===== config.mk =====
export PLATFORM = sky130hd
export DESIGN_NAME = bpuf_eval_ctrl
export DESIGN_NICKNAME = d
export VERILOG_FILES = /design/src/rtl/bpuf_pkg.sv /design/src/rtl/bpuf_sample_voter.sv /design/src/rtl/bpuf_eval_ctrl.sv
export SDC_FILE = /design/constraint.sdc
export NUM_CORES = 1
export LEC_CHECK = 0
export ABC_AREA = 1
export BUFFER_PORTS_ARGS = -buffer_cell sky130_fd_sc_hd__buf_2
export CORE_AREA = 4 4 61 57
export CTS_CLUSTER_SIZE = 20
export DETAILED_ROUTE_END_ITERATION = 6
export DIE_AREA = 0 0 65 61
export GPL_ROUTABILITY_DRIVEN = 1
export PLACE_DENSITY_LB_ADDON = 0.3
export SYNTH_ARGS = -nofsm -noshare
export SYNTH_HDL_FRONTEND = slang
export SYNTH_SLANG_ARGS = --single-unit

===== constraint.sdc =====
create_clock -name clk -period 1.64 [get_ports clk]
set_input_delay 0.492 -clock clk [delete_from_list [all_inputs] [get_ports clk]]
set_output_delay 0.492 -clock clk [all_outputs]
set_load 0.02 [all_outputs]

===== src/rtl/bpuf_pkg.sv =====
// Shared types and default timing for the bistable-latch PUF evaluation controller.
package bpuf_pkg;

    typedef enum logic [2:0] {
        ST_IDLE,
        ST_EXCITE,
        ST_SETTLE,
        ST_SAMPLE,
        ST_DONE
    } state_e;

    localparam int DEF_N_CELLS    = 8;
    localparam int DEF_EXCITE_CYC = 4;
    localparam int DEF_SETTLE_CYC = 16;
    localparam int DEF_N_SAMPLES  = 7;

    function automatic int cnt_width(input int n_samples);
        return $clog2(n_samples + 1);
    endfunction

endpackage


===== src/rtl/bpuf_sample_voter.sv =====
// Q synchronizer, ones counter and majority/stability vote for the selected PUF cell.
// Stability flag is built only when BPUF_STABILITY_CHECK_EN is defined.
module bpuf_sample_voter
    import bpuf_pkg::*;
#(
    parameter int N_CELLS   = DEF_N_CELLS,
    parameter int SEL_W     = $clog2(N_CELLS),
    parameter int N_SAMPLES = DEF_N_SAMPLES,
    parameter int CNT_W     = cnt_width(N_SAMPLES)
) (
    input  logic               clk,
    input  logic               rst_n,
    input  logic [N_CELLS-1:0] q_i,
    input  logic [SEL_W-1:0]   sel_i,
    input  logic               clear_i,
    input  logic               sample_i,
    input  logic               last_i,
    output logic               valid_o,
    output logic               resp_o,
    output logic [CNT_W-1:0]   ones_cnt_o,
    output logic               unstable_o
);

    logic [1:0]       sync_q;
    logic [CNT_W-1:0] ones_q;
    logic [CNT_W-1:0] ones_d;
    logic [CNT_W-1:0] cnt_out_q;
    logic             valid_q;
    logic             resp_q;

    // The last sample is folded in on the same edge that publishes the result.
    assign ones_d = ones_q + CNT_W'(sync_q[1]);

    always_ff @(posedge clk or negedge rst_n) begin
        if (!rst_n) begin
            sync_q    <= '0;
            ones_q    <= '0;
            cnt_out_q <= '0;
            valid_q   <= 1'b0;
            resp_q    <= 1'b0;
        end else begin
            sync_q  <= {sync_q[0], q_i[sel_i]};
            valid_q <= last_i;
            if (clear_i) begin
                ones_q <= '0;
            end else if (sample_i) begin
                ones_q <= ones_d;
            end
            if (last_i) begin
                resp_q    <= (ones_d > CNT_W'(N_SAMPLES / 2));
                cnt_out_q <= ones_d;
            end
        end
    end

`ifdef BPUF_STABILITY_CHECK_EN
    logic unst_q;

    always_ff @(posedge clk or negedge rst_n) begin
        if (!rst_n) begin
            unst_q <= 1'b0;
        end else if (last_i) begin
            unst_q <= (ones_d != '0) && (ones_d != CNT_W'(N_SAMPLES));
        end
    end

    assign unstable_o = unst_q;
`else
    assign unstable_o = 1'b0;
`endif

    assign valid_o    = valid_q;
    assign resp_o     = resp_q;
    assign ones_cnt_o = cnt_out_q;

endmodule


===== src/rtl/bpuf_eval_ctrl.sv =====
// Excite / settle / sample sequencer for a bank of latch-pair PUF cells.
// Optional BPUF_STABILITY_CHECK_EN adds the unstable_o disagreement flag.
//   state  | meaning
//   IDLE   | waiting for start_i with a valid sel_i
//   EXCITE | excite_o[sel] high, EXCITE_CYC cycles
//   SETTLE | excite released, SETTLE_CYC cycles
//   SAMPLE | N_SAMPLES synchronized Q samples counted
//   DONE   | result published, valid_o pulse
module bpuf_eval_ctrl
    import bpuf_pkg::*;
#(
    parameter int N_CELLS    = DEF_N_CELLS,
    parameter int SEL_W      = $clog2(N_CELLS),
    parameter int EXCITE_CYC = DEF_EXCITE_CYC,
    parameter int SETTLE_CYC = DEF_SETTLE_CYC,
    parameter int N_SAMPLES  = DEF_N_SAMPLES,
    parameter int CNT_W      = cnt_width(N_SAMPLES)
) (
    input  logic               clk,
    input  logic               rst_n,
    input  logic               start_i,
    input  logic [SEL_W-1:0]   sel_i,
    output logic [N_CELLS-1:0] excite_o,
    input  logic [N_CELLS-1:0] q_i,
    output logic               busy_o,
    output logic               valid_o,
    output logic               resp_o,
    output logic [CNT_W-1:0]   ones_cnt_o,
    output logic               unstable_o
);

    localparam int TMR_MAX = (EXCITE_CYC > SETTLE_CYC)
                           ? ((EXCITE_CYC > N_SAMPLES) ? EXCITE_CYC : N_SAMPLES)
                           : ((SETTLE_CYC > N_SAMPLES) ? SETTLE_CYC : N_SAMPLES);
    localparam int TMR_W   = $clog2(TMR_MAX + 1);

    if (N_SAMPLES % 2 == 0) begin : g_chk_odd
        $error("N_SAMPLES must be odd");
    end
    if (EXCITE_CYC < 1) begin : g_chk_exc
        $error("EXCITE_CYC must be at least 1");
    end
    if (SETTLE_CYC < 2) begin : g_chk_set
        $error("SETTLE_CYC must be at least 2");
    end

    state_e             state_q, state_d;
    logic [TMR_W-1:0]   tmr_q, tmr_d;
    logic [SEL_W-1:0]   sel_q, sel_d;
    logic [N_CELLS-1:0] excite_q, excite_d;
    logic               busy_q, busy_d;
    logic               clear_s, sample_s, last_s;

    always_ff @(posedge clk or negedge rst_n) begin
        if (!rst_n) begin
            state_q  <= ST_IDLE;
            tmr_q    <= '0;
            sel_q    <= '0;
            excite_q <= '0;
            busy_q   <= 1'b0;
        end else begin
            state_q  <= state_d;
            tmr_q    <= tmr_d;
            sel_q    <= sel_d;
            excite_q <= excite_d;
            busy_q   <= busy_d;
        end
    end

    // Timer is a down-counter loaded with (length - 1) on entry to each timed state.
    always_comb begin
        state_d = state_q;
        tmr_d   = tmr_q;
        sel_d   = sel_q;
        unique case (state_q)
            ST_IDLE: begin
                if (start_i && (int'(sel_i) < N_CELLS)) begin
                    state_d = ST_EXCITE;
                    sel_d   = sel_i;
                    tmr_d   = TMR_W'(EXCITE_CYC - 1);
                end
            end
            ST_EXCITE: begin
                if (tmr_q == '0) begin
                    state_d = ST_SETTLE;
                    tmr_d   = TMR_W'(SETTLE_CYC - 1);
                end else begin
                    tmr_d = tmr_q - TMR_W'(1);
                end
            end
            ST_SETTLE: begin
                if (tmr_q == '0) begin
                    state_d = ST_SAMPLE;
                    tmr_d   = TMR_W'(N_SAMPLES - 1);
                end else begin
                    tmr_d = tmr_q - TMR_W'(1);
                end
            end
            ST_SAMPLE: begin
                if (tmr_q == '0) begin
                    state_d = ST_DONE;
                end else begin
                    tmr_d = tmr_q - TMR_W'(1);
                end
            end
            ST_DONE:  state_d = ST_IDLE;
            default:  state_d = ST_IDLE;
        endcase
    end

    // Outputs are decoded from the next state so they register alongside it.
    always_comb begin
        excite_d = '0;
        if (state_d == ST_EXCITE) begin
            excite_d[sel_d] = 1'b1;
        end
        busy_d = (state_d != ST_IDLE);
    end

    assign clear_s  = (state_q == ST_IDLE) && (state_d == ST_EXCITE);
    assign sample_s = (state_q == ST_SAMPLE);
    assign last_s   = sample_s && (tmr_q == '0);

    bpuf_sample_voter #(
        .N_CELLS   (N_CELLS),
        .SEL_W     (SEL_W),
        .N_SAMPLES (N_SAMPLES),
        .CNT_W     (CNT_W)
    ) u_voter (
        .clk        (clk),
        .rst_n      (rst_n),
        .q_i        (q_i),
        .sel_i      (sel_q),
        .clear_i    (clear_s),
        .sample_i   (sample_s),
        .last_i     (last_s),
        .valid_o    (valid_o),
        .resp_o     (resp_o),
        .ones_cnt_o (ones_cnt_o),
        .unstable_o (unstable_o)
    );

    assign excite_o = excite_q;
    assign busy_o   = busy_q;

endmodule


# Word level (Yosys, flattened, before mapping)
# Cells that the tools add are included.
[word_totals] register_bits=30 word_cells=50
[op_classes] add_sub_neg=2 n_lt_le_gt_ge=4 eq_ne=6 mux=19 reduce_logical=9
[ops] cell="3-bit two-way mux" n=8
[ops] cell="5-bit two-way mux" n=4
[ops] cell="5-bit one-hot mux with 4 select lines" n=1
[ops] cell="3-bit one-hot mux with 4 select lines" n=1
[ops] cell="3-bit by 4-bit < comparator with 1-bit output, second input constant" n=2
[ops] cell="8-bit two-way mux" n=1
[ops] cell="3-bit by 1-bit equality test with 1-bit output, second input constant" n=2
[ops] cell="3-bit by 2-bit equality test with 1-bit output, second input constant" n=2
[ops] cell="5-bit zero test" n=1
[ops] cell="5-bit by 1-bit subtractor with 5-bit output, second input constant" n=1
[ops] cell="2-bit inequality test, second input constant" n=2
[ops] cell="4-bit nonzero test" n=1
[ops] cell="3-bit by 1-bit adder with 3-bit output" n=1
[ops] cell="1-bit binary-select mux with 3-bit select" n=1
[ops] cell="1-bit demux with 3-bit select" n=1
[ops] cell="3-bit by 1-bit >= comparator with 1-bit output, second input constant" n=1
[ops] cell="3-bit by 2-bit > comparator with 1-bit output, second input constant" n=1
[ops] cell="1-bit logical AND" n=3
[ops] cell="3-bit zero test" n=1
[ops] cell="3-bit AND reduction" n=1
[ops] cell="3-bit nonzero test" n=1
[ops] cell="1-bit two-way mux" n=2
[ops] cell="2-bit nonzero test" n=1

# Depth between registers and ports, before layout
[logic_depth] word_depth=7 mapped_depth=9 mapped_depth_nobuf=9

# Modules after synthesis
# A second synthesis with hierarchy kept.
[unflattened] cells_unflattened=189 area_unflattened_um2=1517.7
[modules_own_cells] mod="bpuf_eval_ctrl" instances=1 cells_per_inst=128 area_per_inst_um2=1017.2
[modules_own_cells] mod="bpuf_sample_voter" instances=1 cells_per_inst=61 area_per_inst_um2=500.5

# Worst setup path after synthesis
# OpenSTA, ideal clock, no wires.
[synth_timing] kind="reg2reg" from="reg tmr_q[0]" to="reg tmr_q[3]" setup_time_ps=122 arrival_ps=1222 t_required_ps=1518 slack_ps=296 stages_incl_launch_ff=8 path_buffers=0 period_less_slack_ps=1344 cell_sequence="dfrtp_1 > inv_1 > ha_1 > nand3_2 > inv_2 > nand2_4 > nand3b_4 > o21ai_1"
[synth_between] elab_chain_cells=3 word_cells_on_any_way=8 cone_classes="add/sub (1); eq/ne (1); mux (4); reduce/logical (2)"
[synth_lines] element="from (decl)" line="bpuf_eval_ctrl.sv:48" rtl="logic [TMR_W-1:0] tmr_q, tmr_d;"
[synth_lines] element="from (signal assigned)" line="bpuf_eval_ctrl.sv:63" rtl="tmr_q <= tmr_d;"
[synth_lines] element="5-bit by 1-bit subtractor with 5-bit output or 5-bit zero test (tied branches)"
[synth_lines] element="5-bit two-way mux (tied with other cells)" line="bpuf_eval_ctrl.sv:100" rtl="if (tmr_q == '0) begin"
[synth_lines] element="5-bit one-hot mux with 4 select lines or 3-bit AND reduction (tied branches)"
# Several ways; a longest one is shown, not always the timed one. The select of a mux whose other input is x is not followed.
# A chain may end at the register's enable or synchronous reset.

# Final worst setup path
[layout_timing] from="reg state_q[1]" to="reg excite_q[5] (netlist: excite_o[5])"
[layout_between] elab_chain_cells=7 word_cells_on_any_way=17 cone_classes="order compare (2); eq/ne (4); mux (9); reduce/logical (2)"
[layout_lines] element="from (decl)" line="bpuf_eval_ctrl.sv:47" rtl="state_e state_q, state_d;"
[layout_lines] element="from (signal assigned)" line="bpuf_eval_ctrl.sv:62" rtl="state_q <= state_d;"
[layout_lines] element="3-bit zero test (*)" line="bpuf_eval_ctrl.sv:75" rtl="unique case (state_q)"
[layout_lines] element="3-bit two-way mux (*)" line="bpuf_eval_ctrl.sv:75"
[layout_lines] element="via sel_d[2]" line="bpuf_eval_ctrl.sv:49" rtl="logic [SEL_W-1:0] sel_q, sel_d;"
[layout_lines] element="3-bit by 4-bit < comparator with 1-bit output (implied by the code) or 3-bit by 1-bit >= comparator with 1-bit output (tied branches)" line="bpuf_eval_ctrl.sv:115" rtl="excite_d[sel_d] = 1'b1;"
[layout_lines] element="1-bit logical AND (implied by the code)" line="bpuf_eval_ctrl.sv:115"
[layout_lines] element="1-bit two-way mux (implied by the code)" line="bpuf_eval_ctrl.sv:115"
[layout_lines] element="1-bit demux with 3-bit select (*)" line="bpuf_eval_ctrl.sv:115"
[layout_lines] element="8-bit two-way mux (*)" line="bpuf_eval_ctrl.sv:114" rtl="if (state_d == ST_EXCITE) begin"
[layout_lines] element="via excite_d[5]" line="bpuf_eval_ctrl.sv:50" rtl="logic [N_CELLS-1:0] excite_q, excite_d;"
[layout_lines] element="to (signal assigned)" line="bpuf_eval_ctrl.sv:65" rtl="excite_q <= excite_d;"
[layout_lines] element="to (decl)" line="bpuf_eval_ctrl.sv:50"
# The timed path passes the listed nets; every way through them passes the cells marked *.

==> results.yml <==
drt:
  drt_wl_total_mm: 2.81
  postRouteAntennaNets: 0
  drc_errors: 0
  wl_per_cell_um: 11.6
  firstDrtPassIters: 4
  vias: 1192
  first_iter_violations: 60
  via_per_inst: 4.91
sta:
  holdWs_ns: 0.195
  rsz0062_at_grt: "false"
  clock_skew_ns: 0.00386
  max_slew_margin: 0.555
  fmax_ghz: 0.668
  finalMaxSlewViolations: 0
  worstMarginPinSlew_ns: 0.668
  period_minus_slack_ns: 1.50
  finalCritPeriodShare: 0.913
  setup_violations: 0
  finalHoldViolations: 0
  fin_tns_setup_ns: 0
setup_path:
  startpoint_type: "register"
  path_class: "reg2reg"
  worstPathMaxFanout: 12
  end_kind: "register"
  r2r_setup_slack_ns: 0.14
  cp.arrival_ns: 1.74
  required_ns: 1.89
cts:
  cts-root-buf: "clkbuf_4"
  hold_buffers: 0
  cts_resized: 0
  cts_max_path_buffers: 2
  clock_latency_ns: 0.32
  htreeDepth: 2
  cts_tree: "done"
  clkTransAtPathRegs_ns: 0.09
  cts_buffers: 5
  cts_setup_buffers: 0
  clkSinkCount: 30
flow_run:
  maxCapViolations: 0
yosys:
  yosysWarnings: 0
  ys_top_cells_by_count: "nand2_1 (53), dfrtp_1 (30), nor2_1 (18)"
  synth_area_leader_cell: "dfrtp_1"
  yosysMostFrequentCell: "nand2_1"
  async_flop_share: 1.00
  ys_types: 24
  synth_seq_area_share: 0.518
  synthCells: 170
  syn-num-nets: 187
  synthTopCellsByArea: "dfrtp_1 (52%), nand2_1 (14%), nor2_1 (4.7%)"
  netlist_area_um2: 1450
  synthDominantCellAreaShare: 0.518
  ys_ff_latch: 30
  synth_ff_type: "dfrtp_1"
  syn_avg_cell_area_um2: 8.53
  synth_edf_count: 0
global_route:
  antenna_found_initial: 0
  grt_pass1_wl_mm: 5.06
  grt_overflow_total: 0
  grt_pass1_vias: 1202
  grt.total_usage: 0.168
  grt_max_degree: 31
finish:
  drive_gt1_frac: 0.271
  layout.nets: 219
  num-fill-cells: 259
  multiInputGateArea_um2: 624
  area_delta_synth_final_pct: 16.1
  n_antenna_cell: 0
  regArea_um2: 751
  layout.cells.non_filler: 243
pwr:
  power.density_nw_per_um2: 1940
  ir_worst_vdd_mv: 0.901
  p_leak_uw: 0.000948
min_path:
  hold_class: "in2async"
floorplan:
  dieHeight_um: 61
  rows: 18
  dieArea_um2: 3970
  ios: 29
  fp.coreArea_um2: 2770
  initial_utilization: 0.523
  die_w_um: 65
status:
  outcome: "finished clean"
placed_design:
  hpwl_mm: 2.17
  port_buffers: 27
  place_congestion: 0.861
  dp_cells: 235
-- cell usage in the layout, fill, tap and decap left out --
cell type and count:
nand3_4 1, nor2_1 18, inv_2 4, inv_1 13, clkbuf_4 5, clkbuf_1 1
o22ai_1 2, o21ai_0 5, o21bai_1 1, o211ai_1 3, nand2_2 7, nand2_4 1
nor3_1 1, dfrtp_1 30, xor2_1 2, o21ai_1 5, nor2_2 4, clkbuf_8 1
nand2_1 53, clkinv_2 1, ha_1 3, nor2_4 3, buf_2 27, a21oi_1 2
conb_1 1, nand3_1 8, nand3b_4 1
-- metal layers --
| layer | global-route usage | wire, um | up-vias |
|---|---|---|---|
| met5 | 0 | 0 | - |
| met4 | 0.0753 | 50 | 0 |
| met3 | 0.0444 | 185 | 6 |
| met2 | 0.281 | 1340 | 44 |
| met1 | 0.208 | 1240 | 546 |
| li1 | - | - | 596 |
-- registers in the layout, summed over array words and instances (netlist names) --
register,cells
excite_o,8
tmr_q,5
sel_q,3
state_q,3
u_voter.ones_cnt_o,3
u_voter.ones_q,3
u_voter.sync_q,2
busy_o,1
u_voter.resp_o,1
u_voter.valid_o,1
-- cell families (layout without fill, tap and decap cells) --
logic type	Yosys count	after routing	share of synthesized area
and+or+nand+nor	97	97	0.314
buffers and inverters	19	52	0.0569
AOI/OAI and AO/OA	18	18	0.0707
other	1	1	0.00259
DFF	30	30	0.518
adders and majority gates	3	3	0.0259
xor gates and xnor gates	2	2	0.0121
-- where the power goes --
group | switching (uW) | total [uW] | leakage (uW) | internal (uW)
registers | 197 | 1230 | 0.000377 | 1030
logic | 1040 | 1590 | 0.000535 | 557
clock network | 243 | 451 | 0.0000353 | 208
-- layout make-up --
class,count,area share
clock inverter,1,0.00297
tap,40,0.0297
clock buffer,7,0.0327
timing repair buffer,27,0.0802
multi-input combinational,121,0.371
sequential,30,0.446
inverter,17,0.0379
-- worst paths after layout --
kind,depth (start not counted),to,start
worst max-delay path,9,excite_o[5]$_DFF_PN0_,state_q[1]$_DFF_PN0_
worst min-delay path,1,u_voter.resp_o$_DFFE_PN0P_,rst_n
worst max register to register,9,excite_o[5]$_DFF_PN0_,state_q[1]$_DFF_PN0_
worst min register to register,0,u_voter.sync_q[1]$_DFF_PN0_,u_voter.sync_q[0]$_DFF_PN0_
max in group asynchronous,1,state_q[2]$_DFF_PN0_,rst_n
min in group clk,0,u_voter.sync_q[1]$_DFF_PN0_,u_voter.sync_q[0]$_DFF_PN0_
-- through the flow --
stage / total power (uW) / utilization / instance area, um2 / setup slack, ns
floorplan: 2440 / - / 1450 / 0.296
global placement: 2770 / 0.584 / 1620 / 0.191
detailed placement: 2810 / 0.584 / 1620 / 0.127
CTS: 3280 / 0.605 / 1680 / 0.0999
global route: 3600 / 0.608 / 1680 / 0.0109
finish: 3270 / 0.608 / 1680 / 0.143
-- critical path, cell delays in order, from the launching register on --
cell and delay, ns:
dfrtp_1 0.46, nor2_2 0.19, nand2_2 0.08, inv_2 0.06, nand2_2 0.16, nand2_1 0.13
inv_1 0.07, nor2_4 0.10, nand2_1 0.07, nor2_1 0.10
(Power assumes the default switching activity.)
